==> src/rtl/trace_pkg.sv <==
// Shared types and constants for the control-signal trace buffer.
package trace_pkg;

  localparam int TRACE_W_DEF = 14;
  localparam int TS_W_DEF    = 16;

  typedef struct packed {
    logic [TS_W_DEF-1:0]    ts;
    logic [TRACE_W_DEF-1:0] word;
  } trace_entry_t;

  typedef enum logic [1:0] {
    ARMED = 2'd0,
    RUN   = 2'd1,
    DONE  = 2'd2
  } trace_state_e;

  // Field order matches the datapath/controller bundle, MSB first.
  function automatic logic [TRACE_W_DEF-1:0] pack_ctrl(
    input logic       zero,
    input logic [1:0] pc_src,
    input logic [1:0] result_src,
    input logic       mem_write,
    input logic       alu_src,
    input logic [2:0] alu_control,
    input logic [2:0] imm_src,
    input logic       reg_write
  );
    return {zero, pc_src, result_src, mem_write, alu_src, alu_control, imm_src, reg_write};
  endfunction

endpackage

==> src/rtl/trace_ring.sv <==
// Circular entry buffer with drop-or-overwrite on full and a registered
// first-word-fall-through head.
module trace_ring #(
  parameter int ENTRY_W   = 30,
  parameter int DEPTH     = 16,
  parameter int WRAP_MODE = 0
) (
  input  logic                     clk,
  input  logic                     rst,
  input  logic                     push_i,
  input  logic [ENTRY_W-1:0]       entry_i,
  input  logic                     pop_i,
  output logic [ENTRY_W-1:0]       rd_entry_o,
  output logic [$clog2(DEPTH):0]   count_o,
  output logic                     empty_o,
  output logic                     full_o,
  output logic                     overflow_o
);

  localparam int PW = $clog2(DEPTH);
  localparam int CW = PW + 1;

  logic [ENTRY_W-1:0] mem_q [DEPTH];
  logic [PW-1:0]      head_q, head_d, tail_q, tail_d;
  logic [CW-1:0]      count_q, count_d;
  logic               empty_q, full_q, ovf_q, ovf_d;
  logic [ENTRY_W-1:0] rd_q, rd_d;
  logic               pop_ok_s, wr_en_s;

  always_comb begin
    pop_ok_s = pop_i && (count_q != {CW{1'b0}});
    wr_en_s  = 1'b0;
    head_d   = head_q;
    tail_d   = tail_q;
    count_d  = count_q;
    ovf_d    = ovf_q;
    if (push_i) begin
      if (full_q && !pop_ok_s) begin
        ovf_d = 1'b1;
        if (WRAP_MODE != 0) begin
          wr_en_s = 1'b1;
          tail_d  = tail_q + PW'(1'b1);
          head_d  = head_q + PW'(1'b1);
        end else begin
          wr_en_s = 1'b0;
        end
      end else begin
        wr_en_s = 1'b1;
        tail_d  = tail_q + PW'(1'b1);
        if (pop_ok_s) begin
          head_d = head_q + PW'(1'b1);
        end else begin
          count_d = count_q + CW'(1'b1);
        end
      end
    end else if (pop_ok_s) begin
      head_d  = head_q + PW'(1'b1);
      count_d = count_q - CW'(1'b1);
    end else begin
      count_d = count_q;
    end
  end

  // Next head: bypass the entry being written when it lands in the head slot.
  always_comb begin
    if (count_d == {CW{1'b0}}) begin
      rd_d = {ENTRY_W{1'b0}};
    end else if (wr_en_s && (tail_q == head_d)) begin
      rd_d = entry_i;
    end else begin
      rd_d = mem_q[head_d];
    end
  end

  always_ff @(posedge clk) begin
    if (wr_en_s) begin
      mem_q[tail_q] <= entry_i;
    end
  end

  always_ff @(posedge clk) begin
    if (rst) begin
      head_q  <= {PW{1'b0}};
      tail_q  <= {PW{1'b0}};
      count_q <= {CW{1'b0}};
      empty_q <= 1'b1;
      full_q  <= 1'b0;
      ovf_q   <= 1'b0;
      rd_q    <= {ENTRY_W{1'b0}};
    end else begin
      head_q  <= head_d;
      tail_q  <= tail_d;
      count_q <= count_d;
      empty_q <= (count_d == {CW{1'b0}});
      full_q  <= (count_d == CW'(DEPTH));
      ovf_q   <= ovf_d;
      rd_q    <= rd_d;
    end
  end

  assign rd_entry_o = rd_q;
  assign count_o    = count_q;
  assign empty_o    = empty_q;
  assign full_o     = full_q;
  assign overflow_o = ovf_q;

endmodule

==> src/rtl/ctrl_trace_buffer.sv <==
// Change-triggered, timestamped trace of the processor control word with a
// run limit; entries are read out through a FWFT pop port.
module ctrl_trace_buffer
  import trace_pkg::*;
#(
  parameter int TRACE_W    = TRACE_W_DEF,
  parameter int DEPTH      = 16,
  parameter int TS_W       = TS_W_DEF,
  parameter int RUN_CYCLES = 20,
  parameter int WRAP_MODE  = 0
) (
  input  logic                   clk,
  input  logic                   rst,
  input  logic                   capture_en,
  input  logic [TRACE_W-1:0]     trace_in,
  input  logic                   rd_en,
  output logic [TS_W-1:0]        rd_ts,
  output logic [TRACE_W-1:0]     rd_trace,
  output logic [$clog2(DEPTH):0] count,
  output logic                   empty,
  output logic                   full,
  output logic                   overflow,
  output logic                   done
);

  localparam int               ENTRY_W  = TS_W + TRACE_W;
  localparam bit               LIMIT_EN = (RUN_CYCLES != 0);
  localparam logic [TS_W-1:0]  LAST_TS  = TS_W'(RUN_CYCLES - 1);

  trace_state_e       state_q, state_d;
  logic [TS_W-1:0]    ts_q, ts_d;
  logic [TRACE_W-1:0] last_q, last_d;
  logic               done_q;
  logic               limit_hit_s, push_s;
  logic [ENTRY_W-1:0] rd_entry_s;

  assign limit_hit_s = LIMIT_EN && (ts_q == LAST_TS);

  always_ff @(posedge clk) begin
    if (rst) begin
      state_q <= ARMED;
    end else begin
      state_q <= state_d;
    end
  end

  always_comb begin
    state_d = state_q;
    case (state_q)
      ARMED: begin
        if (limit_hit_s)     state_d = DONE;
        else if (capture_en) state_d = RUN;
        else                 state_d = ARMED;
      end
      RUN: begin
        if (limit_hit_s) state_d = DONE;
        else             state_d = RUN;
      end
      DONE:    state_d = DONE;
      default: state_d = ARMED;
    endcase
  end

  always_comb begin
    push_s = 1'b0;
    case (state_q)
      ARMED:   push_s = capture_en;
      RUN:     push_s = capture_en && (trace_in != last_q);
      DONE:    push_s = 1'b0;
      default: push_s = 1'b0;
    endcase
  end

  // Timestamp saturates rather than wrapping so late entries stay ordered.
  always_comb begin
    ts_d   = ts_q;
    last_d = last_q;
    if ((state_q != DONE) && (ts_q != {TS_W{1'b1}})) begin
      ts_d = ts_q + TS_W'(1'b1);
    end else begin
      ts_d = ts_q;
    end
    if (capture_en && (state_q != DONE)) begin
      last_d = trace_in;
    end else begin
      last_d = last_q;
    end
  end

  always_ff @(posedge clk) begin
    if (rst) begin
      ts_q   <= {TS_W{1'b0}};
      last_q <= {TRACE_W{1'b0}};
      done_q <= 1'b0;
    end else begin
      ts_q   <= ts_d;
      last_q <= last_d;
      done_q <= (state_d == DONE);
    end
  end

  trace_ring #(
    .ENTRY_W   (ENTRY_W),
    .DEPTH     (DEPTH),
    .WRAP_MODE (WRAP_MODE)
  ) u_ring (
    .clk        (clk),
    .rst        (rst),
    .push_i     (push_s),
    .entry_i    ({ts_q, trace_in}),
    .pop_i      (rd_en),
    .rd_entry_o (rd_entry_s),
    .count_o    (count),
    .empty_o    (empty),
    .full_o     (full),
    .overflow_o (overflow)
  );

  assign rd_ts    = rd_entry_s[ENTRY_W-1:TRACE_W];
  assign rd_trace = rd_entry_s[TRACE_W-1:0];
  assign done     = done_q;

endmodule

==> config.mk <==
export PLATFORM = sky130hd
export DESIGN_NAME = ctrl_trace_buffer
export DESIGN_NICKNAME = d
export VERILOG_FILES = /design/src/rtl/trace_pkg.sv /design/src/rtl/trace_ring.sv /design/src/rtl/ctrl_trace_buffer.sv
export SDC_FILE = /design/constraint.sdc
export NUM_CORES = 1
export LEC_CHECK = 0
export BUFFER_PORTS_ARGS = -buffer_cell sky130_fd_sc_hd__buf_2
export CAP_MARGIN = 20
export CORE_ASPECT_RATIO = 0.75
export CORE_MARGIN = 10
export CORE_UTILIZATION = 45
export DETAILED_ROUTE_END_ITERATION = 12
export SYNTH_ARGS = -nofsm -noshare
export SYNTH_HDL_FRONTEND = slang
export SYNTH_HIERARCHICAL = 1
export SYNTH_SLANG_ARGS = --single-unit
export TNS_END_PERCENT = 20
==> constraint.sdc <==
create_clock -name clk -period 11.85 [get_ports clk]
set_clock_uncertainty 0.15 [all_clocks]
set_input_delay 0.5925 -clock clk [delete_from_list [all_inputs] [get_ports clk]]
set_output_delay 0.5925 -clock clk [all_outputs]
set_load 0.1 [all_outputs]
; Yosys cells after proc, flatten, opt, wreduce, memory -nomap -nowiden
; Memories as Yosys holds them, arrays and structs flattened. A register that Yosys moved wholly into a read port is not among the register bits.
; Index checks and enable logic that the tools add are counted.
[word_totals]
input_bits = 18
wordCells = 53
ram_bits = 480
ff_bits = 49
memories = 1
output_inout_bits = 39
[op_classes]
n_addsub = 5
eq_ne = 8
muxes = 16
reduce_logical = 12
bitwise_logic = 1
[memory_table]
columns = memory, words, word_bits, rd, rd_clocked_by_memory_dff, write_ports, line_no
row1 = u_ring.mem_q, 16, 30, 1, 1, 1, trace_ring.sv:23  ; logic [ENTRY_W-1:0] mem_q [DEPTH];
[op_table]
columns = op, count
row1 = $mux 5, 4
row2 = $add 16x1->16 const B, 1
row3 = $eq 16x5->1 const B, 1
row4 = $ne 16x16->1 const B, 1
row5 = $ne 14x14->1, 1
row6 = $mux 4, 3
row7 = $add 4x1->4 const B, 2
row8 = $pmux 2 s3, 1
row9 = $add 5x1->5 const B, 1
row10 = $eq 5x5->1 const B, 1
row11 = $logic_and 1x1->1, 5
row12 = $logic_not 5->1, 1
row13 = $mux 1, 5
row14 = $reduce_bool 5->1, 1
row15 = $sub 5x1->5 const B, 1
row16 = $eq 2x2->1 const B, 2
row17 = $mux 2, 2
row18 = $reduce_and 2->1, 2
row19 = $eq 2x1->1 const B, 1
row20 = $logic_not 2->1, 1
row21 = $ne 2x2->1 const B, 1
row22 = $pmux 1 s2, 1
row23 = $reduce_or 2->1, 1
row24 = $logic_not 1->1, 1
row25 = $not 1->1, 1

; Logic depth before layout (Yosys ltp)
[depth]
word_depth = 8
mapped_depth = 13
depth_no_buf = 11

; Cells and area by module
; Netlist, hierarchy kept.
[modules_own_cells]
columns = mod, seq_area_each_um2, area_per_inst_um2, n_inst, cells_each
row1 = trace_ring, 15334.7, 24925.2, 1, 1752
row2 = ctrl_trace_buffer, 660.6, 1630.3, 1, 196

; Worst setup path before layout
; OpenSTA, ideal clock, no wires.
[synth_timing]
kind = reg-to-reg
from = register u_ring.count_q[0] (netlist: u_ring/count_o[0])
to = memory u_ring.mem_q[3][0], enable pin
path_slack_ns = 6.393
required_time_ns = 11.245
synth_period_minus_slack_ns = 5.457
t_arrival_ns = 4.853
path_stages_with_launch = 12
setup_time_ns = 0.455
path_cell_list = dfxtp_1 inv_1 ha_1 or4b_4 buf_6 nand2_2 buf_2 buf_2 buf_2 a21boi_2 nand2_1 nor3_1
[synth_via]
elab_chain_cells = 8
[synth_lines]
columns = element, line_no
row1 = "start, declared", trace_ring.sv:25  ; logic [CW-1:0] count_q, count_d;
row2 = "start signal, assigned", trace_ring.sv:85  ; count_q <= {CW{1'b0}};
row3 = "start signal, assigned", trace_ring.sv:93  ; count_q <= count_d;
row4 = $reduce_bool 5->1, trace_ring.sv:31  ; pop_ok_s = pop_i && (count_q != {CW{1'b0}});
row5 = $logic_and 1x1->1, trace_ring.sv:31
row6 = $logic_not 1->1, trace_ring.sv:38  ; if (full_q && !pop_ok_s) begin
row7 = $logic_and 1x1->1, trace_ring.sv:38
row8 = $mux 1, trace_ring.sv:38
row9 = $mux 1, trace_ring.sv:37  ; if (push_i) begin
row10 = $mux 1, trace_ring.sv:76  ; if (wr_en_s) begin
row11 = $mux 1 (not written as such), trace_ring.sv:77  ; mem_q[tail_q] <= entry_i;
row12 = "end, declared", trace_ring.sv:23
; No other way between the ends.

; Worst setup path in the final report
[layout_timing]
from = register u_ring.head_q[1]
to = register u_ring.rd_q[17] (netlist: u_ring/rd_entry_o[17]) (read register of u_ring.mem_q)
[layout_via]
elab_chain_cells = 4
[layout_lines]
columns = element, line_no
row1 = "start, declared", trace_ring.sv:24  ; logic [PW-1:0] head_q, head_d, tail_q, tail_d;
row2 = "start signal, assigned", trace_ring.sv:83  ; head_q <= {PW{1'b0}};
row3 = $add 4x1->4, "trace_ring.sv:51, trace_ring.sv:57"
row4 = $mux 4, "trace_ring.sv:50, trace_ring.sv:56"
row5 = $mux 4, trace_ring.sv:38
row6 = $mux 4 (*), trace_ring.sv:37
row7 = "end, declared", trace_ring.sv:27  ; logic [ENTRY_W-1:0] rd_q, rd_d;
; Mark *: on every way between the ends. The rest lies on a longest branch, timed or not.
; A chain may end at the register's enable or synchronous reset.

==> summary.md <==
| Metric | Value |
|---|---|
| P_int | `3.99 mW` |
| Rows | `77` |
| Most frequent cell after synthesis | `edfxtp_1` |
| Switching Power | `2.37 mW` |
| Synth cell types | `69` |
| Yosys reg bits | `559` |
| Placer Congestion | `0.787` |
| Top cell family by delay on the critical path | `buffers and inverters` |
| Sequential share of power | `0.360` |
| Reg2reg path depth | `10` |
| FF+latch area | `16000 sq um` |
| Initial core utilization | `0.453` |
| Drt pass-1 iters | `6` |
| Synth Flop Type | `edfxtp_1` |
| Drt wl/cell | `27.3 um` |
| Crit share post-route | `0.410` |
| CP Launch Type | `register` |
| Clk sinks | `559` |
| # DRC | `0` |
| Slew margin rel. | `0.275` |
| Post-Syn Area | `26600 sq um` |
| TritonCTS clock tree | `yes` |
| Worst VDD drop | `0.141 mV` |
| Die height | `230 um` |
| Top area cells in the synthesized netlist | `edfxtp_1 54%, mux4_2 10%, dfxtp_1 6.0%, mux2i_1 4.6%, a21oi_1 3.2%` |
| Hold Buf Count CTS | `0` |
| Post-DP Area | `27600 sq um` |
| Setup bufs post-CTS | `0` |
| Post-Layout Inst Area | `29400 sq um` |
| Hold path depth | `3` |
| Outcome | `finished clean` |
| First-pass GRT wire length | `114000 um` |
| Per-instance average area after synthesis | `13.6 sq um` |
| Crit-path max cell delay | `850 ps` |
| Cell depth of the worst setup path | `10` |
| Worst Path Required | `12180 ps` |
| H-tree levels | `2` |
| Finish-stage setup viols | `0` |
| # Max-Cap Violations | `0` |
| Area of the multi-input gates | `9940 sq um` |
| Worst path most repeated cell | `buf_4` |
| Clock Tree Root | `clkbuf_16` |
| DRT iter0 DRCs | `1754` |
| YS warnings | `6` |
| RSZ-0062 raised after global routing | `no` |
| Fin. Hold Viols | `0` |
| I/O Pins | `57` |
| Post-route setup TNS | `0 ps` |
| Post-synth EDFFs | `480` |
| Worst Hold Class | `in2reg` |
| Num CTS Buffers | `54` |
| CP max-delay cell | `buf_4` |
| Clock slew at reported path FFs | `70 ps` |
| Switch share | `0.373` |
| Max frequency | `206 MHz` |
| Clk_lat worst skew | `610 ps` |
| Post_cts resized | `0` |
| Pwr/cell area | `217 nW/um^2` |
| Nets | `1966` |
| Largest net degree at the start of global routing | `84` |
| WL final | `75800 um` |
| Clock tree buffer depth | `3` |
| Synthesized net count | `1974` |
| Worst Max-Slew Pin Slew | `1090 ps` |
| Clk pwr share | `0.264` |
| CP Max Fanout | `54` |
| ANT nets after route | `0` |
| Synth Instances | `1948` |
| CP cell instances | `ha_4 -> buf_4 -> buf_4 -> mux2i_1 -> nor2_1 -> a311oi_1 -> a21oi_1 -> a211oi_1 -> or3_1 -> a21boi_2` |
| Core area | `58700 sq um` |
| Post-synthesis sequential area ratio | `0.602` |
| Port bufs | `56` |
| Minimum clock period | `4860 ps` |
| Logic pwr share | `0.376` |
| Via count | `17900` |
| Syn-to-layout area delta | `10.6%` |
| Critical path type | `reg2reg` |
| Antenna violations before repair | `2` |
| FFs w/ async S/R, synth | `0` |
| Congestion Overflow GR | `0` |
| Dpl hpwl | `42200 um` |
| Worst Path Buf+Inv | `2` |
| Fraction of layout cells with a size suffix above 1 | `0.182` |
| Total power | `6.36 mW` |
| Fillers | `4891` |
| Die Width | `301 um` |
| Leakage power | `9.21 nW` |
| Max-slew violations | `0` |
| Crit end category | `register` |
| Vias per cell | `6.45` |
| Gr usage total | `0.215` |
| Commonest cells post-synth | `480 x edfxtp_1, 186 x nor2_1, 168 x a21oi_1, 122 x mux4_2, 121 x mux2i_1` |
| Vias in the first global route | `17600` |
| Die footprint | `69200 sq um` |
| Area leader, netlist | `edfxtp_1` |
| Yosys top cell area share | `0.543` |
| CP arrival | `5200 ps` |
-- flip-flops by register name, indices dropped and copies added, names as in the netlist, 2 cells and up --
signal	cells
u_ring/mem_q	480
u_ring/rd_entry_o	30
ts_q	16
last_q	14
u_ring/count_o	5
u_ring/head_q	4
u_ring/tail_q	4
state_q	2
-- area by class of cell --
cell class	instances	area share
Antenna cell	1	0.0000852
Clock buffer	80	0.0532
Clock inverter	21	0.00499
Inverter	16	0.00205
Multi-Input combinational cell	1207	0.339
Sequential cell	559	0.545
Tap cell	790	0.0337
Timing Repair Buffer	102	0.0222
-- final timing paths --
kind / endpoint / start / slack (ps)
max: u_ring/rd_entry_o[17] / u_ring/head_q[1] / 6990
min: state_q[0] / capture_en / 160
max reg2reg: u_ring/rd_entry_o[17] / u_ring/head_q[1] / 6990
min reg2reg: u_ring/overflow_o / u_ring/overflow_o / 320
-- layer usage --
layer,track usage,vias to the layer above,part of all wire
met5,0,-,0.00017
met4,0.0526,2,0.020
met3,0.0452,124,0.088
met2,0.329,783,0.45
met1,0.311,9267,0.45
li1,-,7718,-
-- cells in the final DEF, fill, tap and decap left out, types with 57 or more instances in the layout --
cell      instances
nor3_1           67
a21oi_1         168
dfxtp_1          77
a311oi_1         57
nor2_1          171
nand2_1          80
edfxtp_1        480
mux2i_1         121
mux4_2          122
a211oi_1         58
-- stage by stage --
| stage | utilization | hold WS (ps) | instances | setup WS [ps] |
|---|---|---|---|---|
| global placement | 0.470 | 293 | 2672 | 7130 |
| detailed placement | 0.471 | 308 | 2673 | 7120 |
| floorplan | - | 299 | 1948 | 6390 |
| CTS | 0.500 | 138 | 2774 | 7060 |
| finish | 0.500 | 164 | 2776 | 6990 |
| global route | 0.500 | 186 | 2775 | 6740 |
-- worst min-delay path, delay by kind of cell --
family        cells  cell delay (ps)
buf+inv           1              140
simple gates      2              140
-- power by group through the flow --
stage / Combinational [mW] / Clock, mW / Sequential, mW
4_1_cts: 2.38 / 1.71 / 2.29
3_3_place_gp: 2.32 / 0 / 2.33
6_report: 2.39 / 1.68 / 2.29
2_1_floorplan: 1.58 / 0 / 2.59
3_5_place_dp: 2.37 / 0 / 2.33
5_1_grt: 2.56 / 1.79 / 2.30
-- cell families after synthesis --
logic type / count (synthesis) / share of synthesized area
flip-flops: 559 / 0.602
buffers and inverters: 182 / 0.0310
adder cells (fa/ha/maj): 8 / 0.00377
multiplexers: 246 / 0.151
XOR/XNOR: 29 / 0.0101
AO/OA/AOI/OAI: 477 / 0.122
AND/OR/NAND/NOR: 447 / 0.0800
Note: power is estimated with default switching activity, not from simulation.
